--- config.mk ---
export PLATFORM = sky130hd
export DESIGN_NAME = alu_seq_flat
export DESIGN_NICKNAME = d
export VERILOG_FILES = /design/src/rtl/alu_pkg.sv /design/src/rtl/alu_seq_if.sv /design/src/rtl/alu_mul_seq.sv /design/src/rtl/alu_seq.sv /design/src/flat_wrapper.sv
export SDC_FILE = /design/constraint.sdc
export NUM_CORES = 2
export LEC_CHECK = 0
export CORE_UTILIZATION = 45
export CTS_CLUSTER_SIZE = 28
export DETAILED_ROUTE_END_ITERATION = 12
export PLACE_DENSITY = 0.65
export SYNTH_ARGS = -nofsm -noshare
export SYNTH_HDL_FRONTEND = slang
export SYNTH_SLANG_ARGS = --single-unit
--- constraint.sdc ---
create_clock -name clk -period 6.2 [get_ports clk]
set_input_delay 1.55 -clock clk [delete_from_list [all_inputs] [get_ports clk]]
set_output_delay 1.55 -clock clk [all_outputs]
set_load 0.05 [all_outputs]
--- src/rtl/alu_pkg.sv ---
// Shared types and constants for the alu_seq block.
//   alu_op_e    : 4-bit operation encodings (1001..1111 are illegal)
//   alu_state_e : control state (IDLE, MUL)
//   alu_flags_t : registered status flags
//   MUL_OP      : encoding of the iterative multiply
//   op_is_legal : 1 for encodings 0000..1000
package alu_pkg;

  typedef enum logic [3:0] {
    OP_PASS_B = 4'b0000,
    OP_LSL    = 4'b0001,
    OP_ADD    = 4'b0010,
    OP_SUB    = 4'b0011,
    OP_AND    = 4'b0100,
    OP_OR     = 4'b0101,
    OP_XOR    = 4'b0110,
    OP_LSR    = 4'b0111,
    OP_MUL    = 4'b1000
  } alu_op_e;

  typedef enum logic {
    IDLE = 1'b0,
    MUL  = 1'b1
  } alu_state_e;

  typedef struct packed {
    logic negative;
    logic zero;
    logic overflow;
    logic carry_out;
    logic illegal;
  } alu_flags_t;

  localparam logic [3:0] MUL_OP = 4'b1000;

  function automatic logic op_is_legal(input logic [3:0] op);
    return (op <= MUL_OP);
  endfunction

endpackage

--- src/rtl/alu_seq_if.sv ---
// Request/response bundle of alu_seq.
//   Request  : in_valid, in_ready, A, B, op
//   Response : out_valid, out_ready, result, negative, zero, overflow,
//              carry_out, illegal
// Handshake: a transfer happens on a rising clock edge where valid and
// ready are both 1. A producer holding valid keeps its payload stable until
// the transfer; ready may depend on state but never on the valid it faces.
// master = the requester/consumer (pipeline), slave = the ALU.
interface alu_seq_if #(
  parameter int WIDTH = 64
) ();

  logic             in_valid;
  logic             in_ready;
  logic [WIDTH-1:0] A;
  logic [WIDTH-1:0] B;
  logic [3:0]       op;
  logic             out_valid;
  logic             out_ready;
  logic [WIDTH-1:0] result;
  logic             negative;
  logic             zero;
  logic             overflow;
  logic             carry_out;
  logic             illegal;

  modport master (
    output in_valid, A, B, op, out_ready,
    input  in_ready, out_valid, result, negative, zero, overflow,
           carry_out, illegal
  );

  modport slave (
    input  in_valid, A, B, op, out_ready,
    output in_ready, out_valid, result, negative, zero, overflow,
           carry_out, illegal
  );

endinterface

--- src/rtl/alu_mul_seq.sv ---
// Iterative shift-add multiplier: low WIDTH bits of unsigned A*B.
//   clk, reset_n : clock, asynchronous active-low reset
//   start        : load operands (one-cycle pulse)
//   A, B         : operands, sampled on start
//   done         : high during the final step; product is valid with it
//   product      : accumulator including the final step's partial product
// One multiplier bit is consumed per cycle, so done rises WIDTH cycles
// after start and the caller registers product on that same edge.
module alu_mul_seq #(
  parameter int WIDTH = 64
) (
  input  logic             clk,
  input  logic             reset_n,
  input  logic             start,
  input  logic [WIDTH-1:0] A,
  input  logic [WIDTH-1:0] B,
  output logic             done,
  output logic [WIDTH-1:0] product
);

  localparam int SHW = $clog2(WIDTH);
  localparam logic [SHW:0] LAST_STEP = (SHW + 1)'(WIDTH - 1);

  logic [WIDTH-1:0] mcand;
  logic [WIDTH-1:0] mplier;
  logic [WIDTH-1:0] acc;
  logic [WIDTH-1:0] acc_next;
  logic [SHW:0]     cnt;
  logic             busy;

  always_comb begin
    acc_next = acc + (mplier[0] ? mcand : '0);
    product  = acc_next;
    done     = busy && (cnt == LAST_STEP);
  end

  always_ff @(posedge clk or negedge reset_n) begin
    if (!reset_n) begin
      mcand  <= '0;
      mplier <= '0;
      acc    <= '0;
      cnt    <= '0;
      busy   <= 1'b0;
    end else if (start) begin
      mcand  <= A;
      mplier <= B;
      acc    <= '0;
      cnt    <= '0;
      busy   <= 1'b1;
    end else if (busy) begin
      acc    <= acc_next;
      mcand  <= mcand << 1;
      mplier <= mplier >> 1;
      cnt    <= cnt + 1'b1;
      if (done) busy <= 1'b0;
    end
  end

endmodule

--- src/rtl/alu_seq.sv ---
// Handshaked ALU for the EX stage: pass-B, LSL, add, sub, and, or, xor,
// LSR in one cycle; MUL iterates for WIDTH cycles with in_ready low.
//   clk, reset_n : clock, asynchronous active-low reset
//   bus          : alu_seq_if slave (request, response, flags)
//   dbg_state    : current control state
// Result and flags live in an output register that holds while the
// consumer stalls; the state machine only gates new requests.
module alu_seq
  import alu_pkg::*;
#(
  parameter int WIDTH = 64
) (
  input  logic       clk,
  input  logic       reset_n,
  alu_seq_if.slave   bus,
  output alu_state_e dbg_state
);

  localparam int SHW = $clog2(WIDTH);

  alu_state_e       state_q, state_d;
  logic             out_valid_q;
  logic [WIDTH-1:0] res_q;
  alu_flags_t       flags_q;

  logic             in_ready;
  logic             accept;
  logic             is_mul;
  logic             mul_done;
  logic [WIDTH-1:0] mul_product;

  // Combinational single-cycle datapath
  logic [SHW-1:0]   amt;
  logic [WIDTH:0]   lsl_w;
  logic [WIDTH:0]   lsr_w;
  logic [WIDTH:0]   add_w;
  logic [WIDTH:0]   sub_w;
  logic [WIDTH-1:0] nb;
  logic [WIDTH-1:0] res_d;
  logic             ovf_d;
  logic             cy_d;
  logic             ill_d;
  alu_flags_t       flags_d;
  alu_flags_t       mul_flags;

  assign in_ready = (state_q == IDLE) && (!out_valid_q || bus.out_ready);
  assign accept   = bus.in_valid && in_ready;
  assign is_mul   = (bus.op == MUL_OP);

  always_comb begin
    amt   = bus.B[SHW-1:0];
    nb    = ~bus.B;
    // The extra bit above the MSB (LSL) or below the LSB (LSR) catches the
    // last bit shifted out; with amt = 0 it is the inserted zero.
    lsl_w = {1'b0, bus.A} << amt;
    lsr_w = {bus.A, 1'b0} >> amt;
    add_w = {1'b0, bus.A} + {1'b0, bus.B};
    sub_w = {1'b0, bus.A} + {1'b0, nb} + (WIDTH + 1)'(1);
  end

  always_comb begin
    res_d = '0;
    ovf_d = 1'b0;
    cy_d  = 1'b0;
    ill_d = !op_is_legal(bus.op);
    case (bus.op)
      OP_PASS_B: res_d = bus.B;
      OP_LSL: begin
        res_d = lsl_w[WIDTH-1:0];
        cy_d  = lsl_w[WIDTH];
      end
      OP_ADD: begin
        res_d = add_w[WIDTH-1:0];
        cy_d  = add_w[WIDTH];
        // carry into the MSB recovered from the MSB sum bit
        ovf_d = (bus.A[WIDTH-1] ^ bus.B[WIDTH-1] ^ add_w[WIDTH-1]) ^ add_w[WIDTH];
      end
      OP_SUB: begin
        res_d = sub_w[WIDTH-1:0];
        cy_d  = sub_w[WIDTH];
        ovf_d = (bus.A[WIDTH-1] ^ nb[WIDTH-1] ^ sub_w[WIDTH-1]) ^ sub_w[WIDTH];
      end
      OP_AND: res_d = bus.A & bus.B;
      OP_OR:  res_d = bus.A | bus.B;
      OP_XOR: res_d = bus.A ^ bus.B;
      OP_LSR: begin
        res_d = lsr_w[WIDTH:1];
        cy_d  = lsr_w[0];
      end
      default: res_d = '0; // MUL goes through the multiplier; illegal is 0
    endcase
    flags_d.negative  = res_d[WIDTH-1];
    flags_d.zero      = (res_d == '0);
    flags_d.overflow  = ovf_d;
    flags_d.carry_out = cy_d;
    flags_d.illegal   = ill_d;
  end

  always_comb begin
    mul_flags           = '0;
    mul_flags.negative  = mul_product[WIDTH-1];
    mul_flags.zero      = (mul_product == '0);
  end

  alu_mul_seq #(.WIDTH(WIDTH)) u_mul (
    .clk     (clk),
    .reset_n (reset_n),
    .start   (accept && is_mul),
    .A       (bus.A),
    .B       (bus.B),
    .done    (mul_done),
    .product (mul_product)
  );

  // Control FSM
  always_comb begin
    state_d = state_q;
    case (state_q)
      IDLE: if (accept && is_mul) state_d = MUL;
      MUL:  if (mul_done)         state_d = IDLE;
      default: state_d = IDLE;
    endcase
  end

  always_ff @(posedge clk or negedge reset_n) begin
    if (!reset_n) begin
      state_q     <= IDLE;
      out_valid_q <= 1'b0;
      res_q       <= '0;
      flags_q     <= '0;
    end else begin
      state_q <= state_d;
      if (accept && !is_mul) begin
        res_q       <= res_d;
        flags_q     <= flags_d;
        out_valid_q <= 1'b1;
      end else if (accept) begin
        // accept implies any pending output was consumed this edge
        out_valid_q <= 1'b0;
      end else if (state_q == MUL && mul_done) begin
        res_q       <= mul_product;
        flags_q     <= mul_flags;
        out_valid_q <= 1'b1;
      end else if (out_valid_q && bus.out_ready) begin
        out_valid_q <= 1'b0;
      end
    end
  end

  assign bus.in_ready  = in_ready;
  assign bus.out_valid = out_valid_q;
  assign bus.result    = res_q;
  assign bus.negative  = flags_q.negative;
  assign bus.zero      = flags_q.zero;
  assign bus.overflow  = flags_q.overflow;
  assign bus.carry_out = flags_q.carry_out;
  assign bus.illegal   = flags_q.illegal;
  assign dbg_state     = state_q;

endmodule

--- src/flat_wrapper.sv ---
// flat-port wrapper written by rule: the top's interface ports become plain ports
module alu_seq_flat import alu_pkg::*;
#(
  parameter int WIDTH = 64
)
  (clk, reset_n, dbg_state, bus_in_valid, bus_A, bus_B, bus_op, bus_out_ready, bus_in_ready, bus_out_valid, bus_result, bus_negative, bus_zero, bus_overflow, bus_carry_out, bus_illegal);
  alu_seq_if #(.WIDTH(WIDTH)) bus_i ();
  input  logic clk;
  input  logic reset_n;
  output alu_state_e dbg_state;
  input wire logic [$bits(bus_i.in_valid)-1:0] bus_in_valid;
  input wire logic [$bits(bus_i.A)-1:0] bus_A;
  input wire logic [$bits(bus_i.B)-1:0] bus_B;
  input wire logic [$bits(bus_i.op)-1:0] bus_op;
  input wire logic [$bits(bus_i.out_ready)-1:0] bus_out_ready;
  output wire logic [$bits(bus_i.in_ready)-1:0] bus_in_ready;
  output wire logic [$bits(bus_i.out_valid)-1:0] bus_out_valid;
  output wire logic [$bits(bus_i.result)-1:0] bus_result;
  output wire logic [$bits(bus_i.negative)-1:0] bus_negative;
  output wire logic [$bits(bus_i.zero)-1:0] bus_zero;
  output wire logic [$bits(bus_i.overflow)-1:0] bus_overflow;
  output wire logic [$bits(bus_i.carry_out)-1:0] bus_carry_out;
  output wire logic [$bits(bus_i.illegal)-1:0] bus_illegal;
  assign bus_i.in_valid = bus_in_valid;
  assign bus_i.A = bus_A;
  assign bus_i.B = bus_B;
  assign bus_i.op = bus_op;
  assign bus_i.out_ready = bus_out_ready;
  assign bus_in_ready = bus_i.in_ready;
  assign bus_out_valid = bus_i.out_valid;
  assign bus_result = bus_i.result;
  assign bus_negative = bus_i.negative;
  assign bus_zero = bus_i.zero;
  assign bus_overflow = bus_i.overflow;
  assign bus_carry_out = bus_i.carry_out;
  assign bus_illegal = bus_i.illegal;
  alu_seq #(.WIDTH(WIDTH)) u_core (.clk(clk), .reset_n(reset_n), .bus(bus_i), .dbg_state(dbg_state));
endmodule
==> summary.txt <==
Area post-placement - 49600 µm²
Cell Pwr Density - 150 nW/µm²
Largest family of logic cells by synthesized area - compound AO/OA/AOI/OAI gates
Synth Area in Adders - 0.0831
DPL Wire Length - 190 mm
Placed cells - 7182
Io pins - 208
Global-route wire length before repair - 331 mm
Worst Setup End Kind - flop
Met3 wire length - 33.5 mm
Post-synthesis compound-gate area fraction - 0.278
Post-Synthesis Cells - 5219
VDD IR-drop max - 0.223 mV
Max Transition Viols Final - 0
RSZ-0062 raised after global routing - false
Worst Skew - 0.0177 ns
Area growth, synth to finish - 28.6%
Full die area - 89100 µm²
Hold Path Class - reg -> reg
Mapped Nets - 5615
Syn Area/Cell - 7.58 µm²
Worst Path Required - 6.71 ns
Final Cell Area - 50900 µm²
Grt ovf - 0
Leakage - 23.2 nW
Final instance count without filler cells - 7251
Status - completed
Sink Count - 270
Least-Margin Pin Slew - 1.32 ns
Die height - 298 µm
WL met2 - 92.6 mm
Warnings from Yosys - 0
FFs w/ async S/R, synth - 1.00
Mux contribution to synthesized area - 0.168
Fin util - 0.586
Fmax - 0.163 GHz
Core Box Area - 86900 µm²
Met1 Wirelength - 89.8 mm
Relative slew slack - 0.120
CTS Root Cell - clkbuf_16
Routed via count - 49.4k
Yosys reg bits - 270
NumNets Final - 6460
Crit share post-route - 0.988
IO buf count - 207
Post-Synth XOR/XNOR Area - 0.0208
Avg Vias per Cell - 6.82
DR DRC count - 0
Finish-stage setup viols - 0
GP Congestion - 1.17
Largest net degree at the start of global routing - 191
Vias in the first global route - 46.4k
Die width - 298 µm
Crit path max fanout - 14
Final ANT Viol Nets - 0
Worst-Skew Late Latency - 0.58 ns
Fin. Hold Viols - 0
CP Launch Type - primary input
Ys flop type - dfrtp_1
Initial Util - 0.455
Crit path DAT - 6.64 ns
H-tree levels - 2
Pre-antenna DRT Iters - 7
CP Class - in -> reg
Synth Cell Area - 39600 µm²
Iter 0 DRT Violations - 7471
Total Wirelength - 234 mm
Max-cap viol count - 0
Placement Rows - 108
Yosys cell types - 110
Post-synth EDFFs - 0
Seq/Total Area, Yosys - 0.171
Post-synthesis simple-gate area fraction - 0.210
Drt wl/cell - 32.3 µm
Reg clk slew, reported paths - 0.06 ns
Num CTS Buffers - 34
Tot GR Track Use - 0.507
TritonCTS clock tree - built
Final min period - 6.12 ns
Max Root-Sink Buffers - 3
Max layer used - met5
Initial antenna violation count - 22
Layout cells sized above 1 - 0.227
cell usage after synthesis, types with 48 or more instances:
master	n	area, µm²
nand4_1	82	513
a21oi_1	339	1700
nand2_1	624	2340
xnor2_1	59	517
o211ai_1	73	548
nor4_1	52	325
mux2i_1	314	3140
mux2_2	64	721
a211oi_1	76	571
inv_1	214	803
a21o_1	61	458
ha_1	257	3220
nor3_1	106	531
a22oi_1	73	548
and2_1	95	594
dfrtp_1	270	6760
clkbuf_1	295	1110
a221oi_1	48	420
nand3_1	93	465
mux4_2	121	2730
o21ai_0	414	2070
nor2_1	497	1870
o22ai_1	63	394
buf_2	70	350
sequential cells by signal, indices dropped and copies added, names as in the netlist:
signal,count
u_core.u_mul.acc,64
u_core.u_mul.mcand,64
u_core.u_mul.mplier,64
u_core.bus.result,63
u_core.u_mul.cnt,7
u_core.bus.carry_out,1
u_core.bus.illegal,1
u_core.bus.negative,1
u_core.bus.out_valid,1
u_core.bus.overflow,1
u_core.bus.zero,1
u_core.dbg_state,1
u_core.u_mul.busy,1
placed cells by master (no fill, tap or decap), types with 23 or more instances in the layout:
cell type and n:
or3_1 24, mux4_2 121, a31oi_1 35, xnor2_1 59
a21o_1 61, buf_12 43, o2111ai_1 23, a221o_1 46
dfrtp_1 269, ha_1 255, mux2i_1 314, buf_4 1003
o21a_1 31, clkdlybuf4s50_1 200, a22oi_1 73, xor2_1 35
nor3_1 101, nand3_1 92, a221oi_1 48, nand4_1 82
mux2_2 64, o31ai_1 37, o21bai_1 34, clkbuf_16 35
o22ai_1 63, a211oi_1 76, o221ai_1 44, nor2_1 493
and3_1 31, o21ai_0 413, a211o_1 25, and2_1 95
a21oi_1 339, inv_1 213, o211ai_1 73, nor2b_1 36
nand2b_1 43, nor4_1 51, nand2_1 623
critical path, stage by stage:
cell	delay (ns)
clkdlybuf4s50_1	0.67
inv_1	0.26
ha_1	0.37
buf_4	0.22
nand4_1	0.12
or3_1	0.38
nor4_1	0.49
buf_4	0.21
o311ai_0	0.13
buf_4	0.19
and2_1	0.23
and3_1	0.17
o32ai_1	0.29
buf_4	0.19
nand4_1	0.13
nor4_1	0.35
nand4_1	0.22
nor3_2	0.24
nand4_1	0.11
nand3_1	0.08
where the power goes:
group / internal, mW / switching [mW]
clock network: 1.28 / 0.870
logic: 1.46 / 2.26
registers: 1.76 / 0.0000000000000000216
layer usage:
metal  GRT usage  vias up
met5           0        -
met4       0.317       24
met3       0.186      845
met2       0.710     3695
met1       0.657    23700
li1            -    21100
kinds of logic after synthesis:
kind of cell | Yosys count
multiplexers | 502
AO/OA/AOI/OAI | 1644
buffers and inverters | 668
AND/OR/NAND/NOR | 1780
XOR/XNOR | 94
flip-flops | 270
adder cells (fa/ha/maj) | 261
timing repair:
action | 4_1_cts | 5_1_grt
resized for setup | 0 | 10
hold buffers | 0 | 0
buffers inserted | 0 | 1
endpoints found under the setup margin | 0 | 1
layout make-up:
class                           count  area (µm²)
Fill cell                        8167       36000
Multi-Input combinational cell   4281       30200
Timing Repair Buffer             1253       10500
Sequential cell                   270        6760
Tap cell                         1155        1450
Clock buffer                       47         981
Inverter                          224         841
Clock inverter                     13         204
Antenna cell                        8        20.0
path summary, 6_finish.rpt:
path | cells after the start | end | start | slack, ns
worst max-delay path | 20 | u_core.bus.zero | bus_A[30] | 0.08
worst min-delay path | 2 | u_core.bus.result[59] | u_core.bus.result[59] | 0.49
worst max register to register | 19 | u_core.bus.zero | u_core.u_mul.mplier[0] | 0.56
worst min register to register | 2 | u_core.bus.result[59] | u_core.bus.result[59] | 0.49
max in group asynchronous | 2 | u_core.u_mul.mplier[21] | reset_n | 3.91
min in group asynchronous | 1 | u_core.u_mul.cnt[3] | reset_n | 1.09
through the flow:
stage	power [mW]	setup WS [ns]	setup TNS (ns)	hold WS, ns
after floorplan	3.38	0.0946	0	0.469
after global placement	5.26	-0.519	-0.742	0.472
after detailed placement	5.27	-0.577	-1.24	0.479
after CTS	7.42	0.0154	0	0.497
after global routing	7.78	0.0181	0	0.514
final	7.63	0.0754	0	0.494
No activity file was read; power rests on OpenSTA's default activity.
